File: src/rtl/seq_chunk_adder_pkg.sv
`default_nettype none
// ============================================================================
//  Module      : seq_chunk_adder_pkg
//  Description : Shared types and helpers for the chunk-serial adder.
//  Revision    : 1.0  initial release
// ============================================================================
package seq_chunk_adder_pkg;

    // Controller states: accept operands, add chunk by chunk, present result
    typedef enum logic [1:0] {
        IDLE = 2'd0,
        RUN  = 2'd1,
        DONE = 2'd2
    } state_t;

    // Ceiling log2 with a floor of one bit, for sizing the chunk index
    function automatic int clog2(input int value);
        int result;
        result = 1;
        for (int i = 1; i < 32; i++) begin
            if ((1 << i) < value) begin
                result = i + 1;
            end
        end
        return result;
    endfunction

endpackage
`default_nettype wire

File: src/rtl/seq_chunk_adder_chunk_ripple_add.sv
`default_nettype none
// ============================================================================
//  Module      : chunk_ripple_add
//  Description : Combinational CHUNK-bit ripple-carry adder built from
//                full-adder cells.
//  Revision    : 1.0  initial release
// ============================================================================
module chunk_ripple_add #(
    parameter int CHUNK = 2
) (
    input  logic [CHUNK-1:0] x,
    input  logic [CHUNK-1:0] y,
    input  logic             cin,
    output logic [CHUNK-1:0] s,
    output logic             cout
);

    logic [CHUNK:0] c;

    assign c[0] = cin;

    // One full-adder cell per bit, carry rippling upward
    generate
        for (genvar i = 0; i < CHUNK; i++) begin : g_fa
            assign s[i]   = x[i] ^ y[i] ^ c[i];
            assign c[i+1] = (x[i] & y[i]) | (x[i] & c[i]) | (y[i] & c[i]);
        end
    endgenerate

    assign cout = c[CHUNK];

endmodule
`default_nettype wire

File: src/rtl/seq_chunk_adder.sv
`default_nettype none
// ============================================================================
//  Module      : seq_chunk_adder
//  Description : Multi-cycle unsigned adder processing CHUNK bits per clock
//                with valid/ready handshakes on input and output.
//                Optional macro SEQ_CHUNK_ADDER_SUB_EN adds a 'sub' port that
//                selects a + ~b + 1.
//  Revision    : 1.0  initial release
// ============================================================================
module seq_chunk_adder
    import seq_chunk_adder_pkg::*;
#(
    parameter int WIDTH = 8,
    parameter int CHUNK = 2
) (
    input  logic             clk,
    input  logic             rst_n,
    input  logic             in_valid,
    output logic             in_ready,
    input  logic [WIDTH-1:0] a,
    input  logic [WIDTH-1:0] b,
`ifdef SEQ_CHUNK_ADDER_SUB_EN
    input  logic             sub,
`endif
    output logic             out_valid,
    input  logic             out_ready,
    output logic [WIDTH:0]   sum
);

    localparam int K    = WIDTH / CHUNK;
    localparam int IDXW = clog2(K);
    localparam logic [IDXW-1:0] LAST_IDX = IDXW'(K - 1);

    // Reject configurations the chunk slicing cannot represent
    generate
        if ((CHUNK < 1) || (CHUNK > WIDTH) || ((WIDTH % CHUNK) != 0)) begin : g_bad_params
            $error("seq_chunk_adder: WIDTH must be a positive multiple of CHUNK");
        end
    endgenerate

    state_t            state;
    state_t            next_state;
    logic [WIDTH-1:0]  op_a;
    logic [WIDTH-1:0]  op_b;
    logic [WIDTH:0]    sum_reg;
    logic              carry;
    logic [IDXW-1:0]   idx;
    logic [CHUNK-1:0]  a_chunk;
    logic [CHUNK-1:0]  b_chunk;
    logic [CHUNK-1:0]  chunk_sum;
    logic              chunk_cout;
    logic              sub_sel;
    logic              capture;
    logic              last_chunk;

`ifdef SEQ_CHUNK_ADDER_SUB_EN
    assign sub_sel = sub;
`else
    assign sub_sel = 1'b0;
`endif

    // Select the operand chunk currently being added
    always_comb begin
        a_chunk = op_a[int'(idx) * CHUNK +: CHUNK];
        b_chunk = op_b[int'(idx) * CHUNK +: CHUNK];
    end

    chunk_ripple_add #(
        .CHUNK (CHUNK)
    ) u_chunk_add (
        .x    (a_chunk),
        .y    (b_chunk),
        .cin  (carry),
        .s    (chunk_sum),
        .cout (chunk_cout)
    );

    // State register
    always_ff @(posedge clk or negedge rst_n) begin
        if (!rst_n) begin
            state <= IDLE;
        end else begin
            state <= next_state;
        end
    end

    // Next-state decode and handshake outputs
    always_comb begin
        next_state = state;
        in_ready   = 1'b0;
        out_valid  = 1'b0;
        capture    = 1'b0;
        last_chunk = (idx == LAST_IDX);
        case (state)
            IDLE: begin
                in_ready = 1'b1;
                if (in_valid) begin
                    capture    = 1'b1;
                    next_state = RUN;
                end
            end
            RUN: begin
                if (last_chunk) begin
                    next_state = DONE;
                end
            end
            DONE: begin
                out_valid = 1'b1;
                // Returning to IDLE first keeps acceptance and capture in
                // separate cycles.
                if (out_ready) begin
                    next_state = IDLE;
                end
            end
            default: begin
                next_state = IDLE;
            end
        endcase
    end

    // Operand capture, chunk accumulation, carry and index bookkeeping
    always_ff @(posedge clk or negedge rst_n) begin
        if (!rst_n) begin
            op_a    <= '0;
            op_b    <= '0;
            sum_reg <= '0;
            carry   <= 1'b0;
            idx     <= '0;
        end else if (capture) begin
            op_a  <= a;
            // Subtraction is a + ~b + 1: invert b now, seed the carry with 1
            op_b  <= sub_sel ? ~b : b;
            carry <= sub_sel;
            idx   <= '0;
        end else if (state == RUN) begin
            sum_reg[int'(idx) * CHUNK +: CHUNK] <= chunk_sum;
            carry <= chunk_cout;
            if (last_chunk) begin
                sum_reg[WIDTH] <= chunk_cout;
                idx            <= '0;
            end else begin
                idx <= idx + 1'b1;
            end
        end
    end

    assign sum = sum_reg;

endmodule
`default_nettype wire

File: config.mk
export PLATFORM = sky130hd
export DESIGN_NAME = seq_chunk_adder
export DESIGN_NICKNAME = d
export VERILOG_FILES = /design/src/rtl/seq_chunk_adder_pkg.sv /design/src/rtl/seq_chunk_adder_chunk_ripple_add.sv /design/src/rtl/seq_chunk_adder.sv
export SDC_FILE = /design/constraint.sdc
export NUM_CORES = 1
export LEC_CHECK = 0
export ABC_AREA = 1
export BUFFER_PORTS_ARGS = -buffer_cell sky130_fd_sc_hd__buf_2
export CAP_MARGIN = 20
export CORE_MARGIN = 3
export CORE_UTILIZATION = 45
export DETAILED_ROUTE_END_ITERATION = 7
export PLACE_DENSITY = 0.59
export SKIP_LAST_GASP = 1
export SYNTH_ARGS = -nofsm -noshare
export SYNTH_HDL_FRONTEND = slang
export SYNTH_SLANG_ARGS = --single-unit
File: constraint.sdc
create_clock -name clk -period 3.2 [get_ports clk]
set_clock_uncertainty 0.05 [all_clocks]
set_input_delay 0.48 -clock clk [delete_from_list [all_inputs] [get_ports clk]]
set_output_delay 0.48 -clock clk [all_outputs]
set_load 0.02 [all_outputs]
==> summary.txt <==
Run status
  • Status: finished, final reports clean

Clock network
  • Clk pin slew, worst setup/hold paths: 0.08 ns
  • Setup repair bufs after CTS: 0
  • TritonCTS Buffers: 9
  • Clock buffer depth: 2
  • Clock root cell: clkbuf_8
  • Clock latency at the later pin of the worst-skew pair: 0.35 ns
  • CTS sink cnt: 60
  • CTS tree: done
  • H-tree levels: 3

Placed design
  • Placed insts: 790
  • Setup WS pre-CTS: 0.2568 ns
  • IO Port Bufs: 30
  • Placement Cell Area: 4810 µm²
  • GPL Wtd Cong: 0.9500
  • HPWL after DPL: 9748 µm

Synth
  • Synth warn: 0
  • Number of flops mapped to enable cells by yosys: 0
  • Syn Inst Count: 638
  • FF+latch count, synth: 60
  • Dominant cells by area after synthesis: dfrtp_1 (33%), nand2_1 (13%), nor2_1 (6.5%)
  • Async SR Flop Fraction: 100.0%
  • Syn nets: 662
  • Post-synthesis sequential area ratio: 33.20%
  • Post-Syn Area: 4522 µm²
  • Top cell type's share of synthesized area: 33.20%
  • Synth area leader: dfrtp_1
  • Average cell area after synthesis: 7.088 µm²
  • Top FF cell, synth: dfrtp_1
  • Cell variety after synth: 41

Floorplanning
  • Core ar.: 9503 µm²
  • FP Rows: 35
  • Ports: 31
  • Die width: 106.2 µm
  • Initial core utilization: 47.58%
  • Die Height: 106.2 µm
  • Die area: 11290 µm²

STA
  • FMAX: 347.7 MHz
  • Setup WS post-layout: 0.3238 ns
  • Fin crit share: 89.88%
  • Setup violators final: 0
  • Tmin final: 2.876 ns
  • Hold Vio Cnt, Final: 0
  • Final Max Slew Viols: 0
  • Hold_ws: 0.1546 ns
  • Measured slew at the worst slew-check pin: 0.7730 ns
  • Worst slew margin: 48.47%
  • Final TNS setup: 0 ns

Routing
  • Drt first pass iters: 5
  • Routed via count: 4347
  • Vias per cell: 5.393
  • DR WL/cell: 15.70 µm
  • Initial DRC Count: 221
  • Post-route DRC: 0
  • Routed WL: 12650 µm
  • Antenna-violating nets left: 0

Setup path
  • Crit path top cell by count: nand2_1
  • CP required: 3.37 ns
  • Max incr delay on CP: 0.47 ns
  • Reg2reg setup slack: 0.32 ns
  • WP depth: 18
  • Largest fanout on the critical path: 16
  • Cell count of the worst reg-to-reg path: 18
  • Cell family with most CP delay: simple AND/OR/NAND/NOR gates
  • Worst Setup Start Kind: flip-flop
  • CP Class: flip-flop to flip-flop
  • Critical path's slowest cell: dfrtp_1
  • CP Capture Type: flip-flop
  • Worst path cell trace: inv_1, ha_2, nand2_4, inv_4, nand2_2, nand2_2, buf_4, nand3_1, nand2_1, nand2_1, nor2_1, nand3_1, nor2_2, nand4_2, nor2_4, nand3_2, nand2_1, o21ai_1
  • Critical Path AT: 3.05 ns
  • CP Buf/Inv Count: 3

GRT
  • Pin count of the biggest net entering global routing: 36
  • Gr usage total: 23.83%
  • Total congestion overflow: 0
  • Global-route wire length before repair: 21410 µm
  • Initial antenna violation count: 0
  • Vias in the first global route: 4273

Pwr
  • Power per cell area: 971.9 nW/µm²
  • Max VDD drop: 0.5060 mV
  • Leakage power of the design: 2.336 nW
  • Total power: 4.888 mW

Cells and area
  • Final Util: 52.92%
  • # diodes: 0
  • Leading cell type in the layout, fill and taps excluded: nand2_1
  • Max FFs per register: 32
  • Share of cells above drive strength 1: 16.99%
  • Commonest non-fill, non-tap cells in the layout: nand2_1 (153), nor2_1 (78), inv_1 (69)
  • Nets: 696
  • Final instance area: 5029 µm²
  • Area growth syn-to-layout: 11.21%
  • Fin cells: 806

Flow run
  • Max Cap Violations: 0

Min path
  • HP Class: primary input to asynchronous set/reset pin
-- worst paths after layout --
path	start	end
min in group clk	out_ready	state[1]
max in group asynchronous	rst_n	sum[2]
min	rst_n	idx[3]
max reg2reg	idx[1]	sum[2]
min reg2reg	sum[3]	sum[3]
max	idx[1]	sum[2]
-- layout make-up --
type / instances / area (µm²)
inverters: 76 / 287.8
flip-flops and latches: 60 / 1501
clock buffers: 10 / 127.6
repair buffers: 38 / 210.2
well taps: 129 / 161.4
multi-input cells: 487 / 2651
fillers: 1018 / 4474
clock inverters: 6 / 88.84
-- synthesized netlist by cell type (8+ instances only) --
master and number:
mux2_2 16, dfrtp_1 60, o21ai_0 28, nand2_1 153
nor2_4 8, xor2_1 17, nor3_1 19, clkbuf_1 10
nand3_1 57, o21ai_1 13, nor2_1 78, nand4_1 15
inv_1 69, o22ai_1 31
-- timing repair --
item	in CTS	in global routing
hold buffers	0	0
resized for setup	0	1
endpoints found under the hold margin	0	0
endpoints found under the setup margin	0	7
-- worst register-to-register path, cell delays in order, from the launching register on --
cell     delay [ns]
dfrtp_1        0.47
inv_1          0.20
ha_2           0.29
nand2_4        0.11
inv_4          0.07
nand2_2        0.04
nand2_2        0.14
buf_4          0.27
nand3_1        0.11
nand2_1        0.07
nand2_1        0.04
nor2_1         0.09
nand3_1        0.10
nor2_2         0.11
nand4_2        0.12
nor2_4         0.18
nand3_2        0.12
nand2_1        0.08
o21ai_1        0.07
-- report_power, final --
part | total, mW | internal, mW | leakage [nW] | switching (mW)
combinational | 2.73 | 0.891 | 1.46 | 1.84
sequential | 1.38 | 1.02 | 0.773 | 0.360
clock | 0.777 | 0.439 | 0.102 | 0.338
-- cell families after synthesis --
family / count (synthesis) / synth area share [%]
AO/OA/AOI/OAI: 84 / 10.49
XOR/XNOR: 19 / 3.846
adder cells (fa/ha/maj): 4 / 1.439
buffers and inverters: 91 / 8.218
flip-flops: 60 / 33.20
multiplexers: 16 / 3.984
AND/OR/NAND/NOR: 364 / 38.82
-- metal layers --
metal  vias to the layer above  track usage (%)  part of all wire [%]
met3                        24            3.764                   4.5
met1                      2029            31.44                    45
met4                         0            7.493                   2.2
li1                       2177                -                     -
met2                       117            40.05                    48
met5                         -                0                     0
(Power assumes the default switching activity.)
